$ cat src/rtl/fifo_uart_tx.sv
// 8N1 UART transmitter that drains a show-ahead FIFO, sending back-to-back frames with no idle gap.
// tx and done are registered; fifo_rd_en is combinational so a pop can chain off the last stop cycle.
module fifo_uart_tx #(
    parameter int unsigned CLKS_PER_BIT = 868
) (
    input  logic       clk,
    input  logic       rst_n,
    input  logic       enable,
    input  logic [7:0] fifo_data,
    input  logic       fifo_empty,
    output logic       fifo_rd_en,
    output logic       tx,
    output logic       busy,
    output logic       done
);

    localparam int unsigned CntW = (CLKS_PER_BIT > 1) ? $clog2(CLKS_PER_BIT) : 1;
    localparam logic [CntW-1:0] CntLast = CntW'(CLKS_PER_BIT - 1);

    typedef enum logic [1:0] {StIdle, StStart, StData, StStop} state_e;

    state_e          state_q, state_d;
    logic [CntW-1:0] cnt_q, cnt_d;
    logic [2:0]      bit_idx_q, bit_idx_d;
    logic [7:0]      shreg_q, shreg_d;
    logic            tx_q, tx_d;
    logic            done_q, done_d;
    logic            bit_end;

    assign bit_end = (cnt_q == CntLast);

    // Gated by rst_n so no pop can be requested while held in reset.
    assign fifo_rd_en = rst_n & enable & ~fifo_empty &
                        ((state_q == StIdle) | ((state_q == StStop) & bit_end));

    always_comb begin
        state_d   = state_q;
        cnt_d     = cnt_q;
        bit_idx_d = bit_idx_q;
        shreg_d   = shreg_q;
        tx_d      = tx_q;
        done_d    = 1'b0;

        if (state_q != StIdle) begin
            cnt_d = bit_end ? '0 : cnt_q + 1'b1;
        end

        unique case (state_q)
            StIdle: begin
                tx_d = 1'b1;
            end
            StStart: begin
                if (bit_end) begin
                    state_d   = StData;
                    bit_idx_d = 3'd0;
                    tx_d      = shreg_q[0];
                end
            end
            StData: begin
                if (bit_end) begin
                    if (bit_idx_q == 3'd7) begin
                        state_d = StStop;
                        tx_d    = 1'b1;
                    end else begin
                        bit_idx_d = bit_idx_q + 3'd1;
                        tx_d      = shreg_q[bit_idx_q + 3'd1];
                    end
                end
            end
            StStop: begin
                if (bit_end) begin
                    done_d  = 1'b1;
                    state_d = StIdle;
                    tx_d    = 1'b1;
                end
            end
            default: begin
                state_d = StIdle;
                tx_d    = 1'b1;
            end
        endcase

        // A pop overrides the stop-to-idle transition, giving zero-gap back-to-back frames.
        if (fifo_rd_en) begin
            state_d   = StStart;
            cnt_d     = '0;
            bit_idx_d = 3'd0;
            shreg_d   = fifo_data;
            tx_d      = 1'b0;
        end
    end

    always_ff @(posedge clk or negedge rst_n) begin
        if (!rst_n) begin
            state_q   <= StIdle;
            cnt_q     <= '0;
            bit_idx_q <= 3'd0;
            shreg_q   <= 8'h00;
            tx_q      <= 1'b1;
            done_q    <= 1'b0;
        end else begin
            state_q   <= state_d;
            cnt_q     <= cnt_d;
            bit_idx_q <= bit_idx_d;
            shreg_q   <= shreg_d;
            tx_q      <= tx_d;
            done_q    <= done_d;
        end
    end

    assign tx   = tx_q;
    assign busy = (state_q != StIdle);
    assign done = done_q;

endmodule

$ cat config.mk
export PLATFORM = sky130hd
export DESIGN_NAME = fifo_uart_tx
export DESIGN_NICKNAME = d
export VERILOG_FILES = /design/src/rtl/fifo_uart_tx.sv
export SDC_FILE = /design/constraint.sdc
export NUM_CORES = 1
export LEC_CHECK = 0
export ABC_AREA = 1
export BUFFER_PORTS_ARGS = -buffer_cell sky130_fd_sc_hd__buf_4
export CELL_PAD_IN_SITES_DETAIL_PLACEMENT = 1
export CELL_PAD_IN_SITES_GLOBAL_PLACEMENT = 1
export CORE_UTILIZATION = 46
export DETAILED_ROUTE_END_ITERATION = 6
export PLACE_DENSITY = 0.81
export SLEW_MARGIN = 20
export SYNTH_ARGS = -nofsm -noshare
export SYNTH_HDL_FRONTEND = slang
export SYNTH_SLANG_ARGS = --single-unit
export TNS_END_PERCENT = 5
$ cat constraint.sdc
create_clock -name clk -period 4.21 [get_ports clk]
set_input_delay 0.421 -clock clk [delete_from_list [all_inputs] [get_ports clk]]
set_output_delay 0.421 -clock clk [all_outputs]
set_load 0.05 [all_outputs]
---- Yosys cells after proc, flatten, opt, wreduce, memory -nomap -nowiden ----
Index checks and enable logic that the tools add are counted.
storage, ports and cells
  bits in registers ....................... 25
  latch bits .............................. 0
  memory bits (writable) .................. 0
  memory bits (read-only) ................. 0
  input port bits ......................... 12
  output and inout port bits .............. 4
  word-level logic and storage cells ...... 57
  memories kept ........................... 0
cells by class
  add/sub/neg operators ................... 2
  multipliers ............................. 0
  divide/modulo/power cells ............... 0
  magnitude comparators ................... 1
  eq/ne operators ......................... 10
  shifts and indexed selects .............. 0
  multiplexer cells ....................... 24
  bitwise gates (word level) .............. 6
  reductions and logical operators ........ 8
operators with widths
  cell                                                                   number
  10-bit 2-to-1 mux                                                      3
  3-bit inequality test, second input constant                           5
  3-bit 2-to-1 mux                                                       4
  10-bit by 1-bit adder with 10-bit output, second input constant        1
  10-bit equality test, second input constant                            1
  2-bit 2-to-1 mux                                                       5
  1-bit 2-to-1 mux                                                       8
  2-bit case mux with 3 select lines                                     1
  3-bit case mux with 2 select lines                                     1
  5-bit AND reduction                                                    1
  1-bit AND                                                              4
  2-bit equality test, second input constant                             2
  3-bit by 4-bit < comparator with 1-bit output, second input constant   1
  1-bit case mux with 4 select lines                                     1
  4-bit AND reduction                                                    1
  2-bit nonzero test                                                     2
  4-bit nonzero test                                                     1
  3-bit by 1-bit adder with 3-bit output, second input constant          1
  1-bit binary-select mux with 3-bit select                              1
  3-bit equality test, second input constant                             1
  3-bit AND reduction                                                    1
  3-bit nonzero test                                                     1
  2-bit by 1-bit equality test with 1-bit output, second input constant  1
  2-bit logical NOT                                                      1
  other kinds (2)                                                        2

---- Longest topological paths before layout ----
  depth after elaboration ................. 7
  depth in mapped cells ................... 11
  gate-level depth less buffers ........... 10

---- Worst setup path after synthesis ----
OpenSTA, ideal clock, no wires.
  kind .................................... flip-flop to output port
  from .................................... register state_q[0]
  to ...................................... output fifo_rd_en
  data arrival time ....................... 1.438 ns
  data required time ...................... 3.789 ns
  setup slack ............................. 2.351 ns
  stages on the path, launching flop included .. 8
  cell sequence ........................... dfrtp_1 inv_1 ha_1 inv_1 nand2_1 nand2_2 inv_2 buf_6
on the way
  cells in the longest elaborated chain, start to end .. 4
  elaborated cells on any way between the ends .. 5
  classes of those cells .................. eq/ne: 1; bitwise: 3; reduce/logical: 1
RTL lines
  item                      line  text
  start: declaration        22    state_e state_q, state_d;
  start signal: assignment  95    state_q <= StIdle;
  start signal: assignment  102   state_q <= state_d;
  2-bit equality test       34    ((state_q == StIdle) | ((state_q == StStop) & bit_end));
  1-bit AND                 34
  1-bit bitwise OR (*)      34
  1-bit AND (*)             33    assign fifo_rd_en = rst_n & enable & ~fifo_empty &
  end: declaration          11    output logic fifo_rd_en,
Mark *: on every way between the ends. The rest lies on a longest branch, timed or not.

---- Worst setup path after layout ----
  from .................................... input rst_n
  to ...................................... output fifo_rd_en
on the way
  cells in the longest elaborated chain, start to end .. 3
RTL lines
  item                     line  text
  start: declaration       7     input logic rst_n,
  1-bit AND (3 in series)  33
Every way passes these cells.

==> metrics <==
Starting DRT DRC Count 53; WL final around 3.7 mm; Switching Fraction around 50%; Num CTS Buffers 3; total grt overflow 0; row cnt 20; clk slew on worst S/H paths ~0.16 ns; Post-DP Area roughly 0.0017 mm^2; CP arrival roughly 2.3 ns; Final Cycle Share 64.61%; core area 0.003153 mm^2; WP data required roughly 3.8 ns; Seq cells post-synth 25; Max Clock Freq roughly 0.37 GHz; via count about 1400; Clock Sink Count 25; Initial Util 49.76%; first-pass GRT wire length around 6.4 mm; Worst setup SP type input port; max-slew violations 0; CP Max Fanout 26; Top Ports 16; # port buffers 15; die area about 0.0036 mm^2; Final Wtd Congestion between 0.8 and 0.9; area grow syn2layout 11.00%; DR pass1 iterations 4; Die Y between 60 and 70 um; initial antenna violation count 0; vias in the first global route 1448; Slew headroom between 50 and 60%; Mean Syn Cell Area ~7.5 um^2; P_sw between 0.6 and 0.7 mW; Residual DRC 0; setup TNS 0 ns; CTS tree built; hold path depth 3; Distinct cells, synth 29; post-cts resize count 0; dpl cells about 270; Worst VDD drop just under 0.3 mV; sequential share of power 38.1%; fin area approximately 0.0017 mm^2; Pint between 0.6 and 0.7 mW; H-tree levels 1; vias per cell 5.170; path depth of the worst reg2reg path 8; Final Hold Fails 0; RSZ-0062 raised after global routing no; post-synthesis sequential area ratio approximately 40%; Syn Nets 230; DPL Wire Length between 2 and 3 mm; Setup-failing EPs final 0; routed length per instance 13.71 um; Final Util ~55%; largest net degree at the start of global routing 27; Ys Warns 0; Crit Path Class input port to output pin; post-synth design cell area roughly 0.0016 mm^2; Least-Margin Pin Slew between 0.6 and 0.7 ns; Bufs on Longest Clock Path 2; Setup crit end kind output pin; final worst path period need between 2 and 3 ns; Max-cap violations 0; ant diodes 0; fraction of layout cells with a size suffix above 1 between 10% and 20%; fraction of power consumed by the clock network a little under a tenth; Final nets ~250; worst skew pair latency 0.32 ns; GRT Resource Usage Total 23.41%; pwr dens 704.0 mW/mm^2; HP Class input port to register; status completed; Die X around 60 um; Non-Filler Instances 270; root buf cell clkbuf_4; Combinational Power Share a little over half; number of routed nets with antenna violations 0; Layout Skew 0.01125 ns; Synth Instances 210; Static Leak 0.9067 nW
registers in the layout (all words and copies together), names as in the netlist:
register	count
bit_idx_q	3
shreg_q	8
cnt_q	10
done	1
tx	1
state_q	2
path summary, 6_finish.rpt:
path	from	endpoint	slack (ns)
min in group asynchronous	rst_n	bit_idx_q[1]	0.52
max	rst_n	fifo_rd_en	1.49
max reg2reg	state_q[0]	cnt_q[6]	1.89
min reg2reg	tx	tx	0.48
min	fifo_data[3]	shreg_q[3]	0.28
max in group asynchronous	rst_n	tx	3.39
cell type report:
class                      instances  area [um^2]
inverter                          34        127.6
multi-input combinational        147        782.0
clock inverter                     1        5.005
clock buffer                       3        22.52
fill                             431         1411
sequential                        25        626.9
timing repair buffer              16        122.6
tap                               44        55.05
power groups by stage:
stage | Sequential [mW] | Clock (mW) | Combinational, mW
finish | 0.468 | 0.113 | 0.645
global route | 0.482 | 0.127 | 0.733
CTS | 0.466 | 0.120 | 0.652
detailed placement | 0.472 | 0 | 0.648
global placement | 0.463 | 0 | 0.621
floorplan | 0.446 | 0 | 0.501
cells by family (layout without fill, tap and decap cells):
| family | count (synthesis) | after routing | synth area share (%) |
|---|---|---|---|
| AO/OA/AOI/OAI | 21 | 21 | 7.735 |
| XOR/XNOR | 5 | 5 | 2.792 |
| adder cells (fa/ha/maj) | 8 | 8 | 6.380 |
| buffers and inverters | 38 | 54 | 10.21 |
| flip-flops | 25 | 25 | 39.95 |
| AND/OR/NAND/NOR | 113 | 113 | 32.93 |
synthesized netlist by cell type, drive strengths merged:
cell    number  area, um^2
nand3       14       75.07
o21ai        9       48.79
buf          4       32.53
nor4         1       21.27
dfrtp       24       600.6
ha           8       100.1
a21oi        9       48.80
nor3         3       15.01
a211oi       1       7.510
inv         33       123.9
xnor2        2       17.52
o21bai       1       7.510
nand3b       1       7.510
dfstp        1       26.28
xor2         3       26.28
clkinv       1       3.750
nand2       62       252.7
nand4        9       56.30
o221ai       1       8.760
nor2        23       88.84
routing by layer:
| metal | vias up | track usage [%] | part of all wire, % |
|---|---|---|---|
| li1 | 698 | - | - |
| met1 | 681 | 31.59 | 48 |
| met2 | 15 | 40.66 | 49 |
| met3 | 2 | 1.919 | 1.7 |
| met4 | 0 | 5.648 | 0.49 |
| met5 | - | 0 | 0 |
layout by cell type, fill, tap and decap left out, types with 2 or more instances in the layout:
master,netlist,layout
o21ai_1,3,3
nor2_1,22,22
dfrtp_1,24,24
inv_2,2,2
inv_1,31,31
nand2_1,58,58
clkbuf_4,0,3
nand3_1,13,13
nor3_1,3,3
a21oi_1,8,8
xnor2_1,2,2
nand2_2,2,2
xor2_1,3,3
ha_1,8,8
nand4_1,9,9
buf_4,0,15
o21ai_0,5,5
nand2_4,2,2
stage by stage:
step	total power [mW]	setup WS, ns	hold WS, ns
2_1_floorplan	0.9476	2.351	0.1254
3_3_place_gp	1.084	1.941	0.3508
3_5_place_dp	1.120	1.847	0.3554
4_1_cts	1.238	1.449	0.2697
5_1_grt	1.343	1.306	0.2728
6_report	1.226	1.490	0.2800
worst max-delay path, cell delays in order:
cell and delay (ns):
dlygate4sd3_1 0.53, buf_4 0.33, nand3b_1 0.16, inv_1 0.11, nand2_2 0.20, inv_2 0.29
buf_4 0.25
timing repair:
action / CTS / global route
hold buffers: 1 / 0
setup buffers: 0 / 0
endpoints found under the hold margin: 24 / 0
Power figures use the tool's default switching activity.
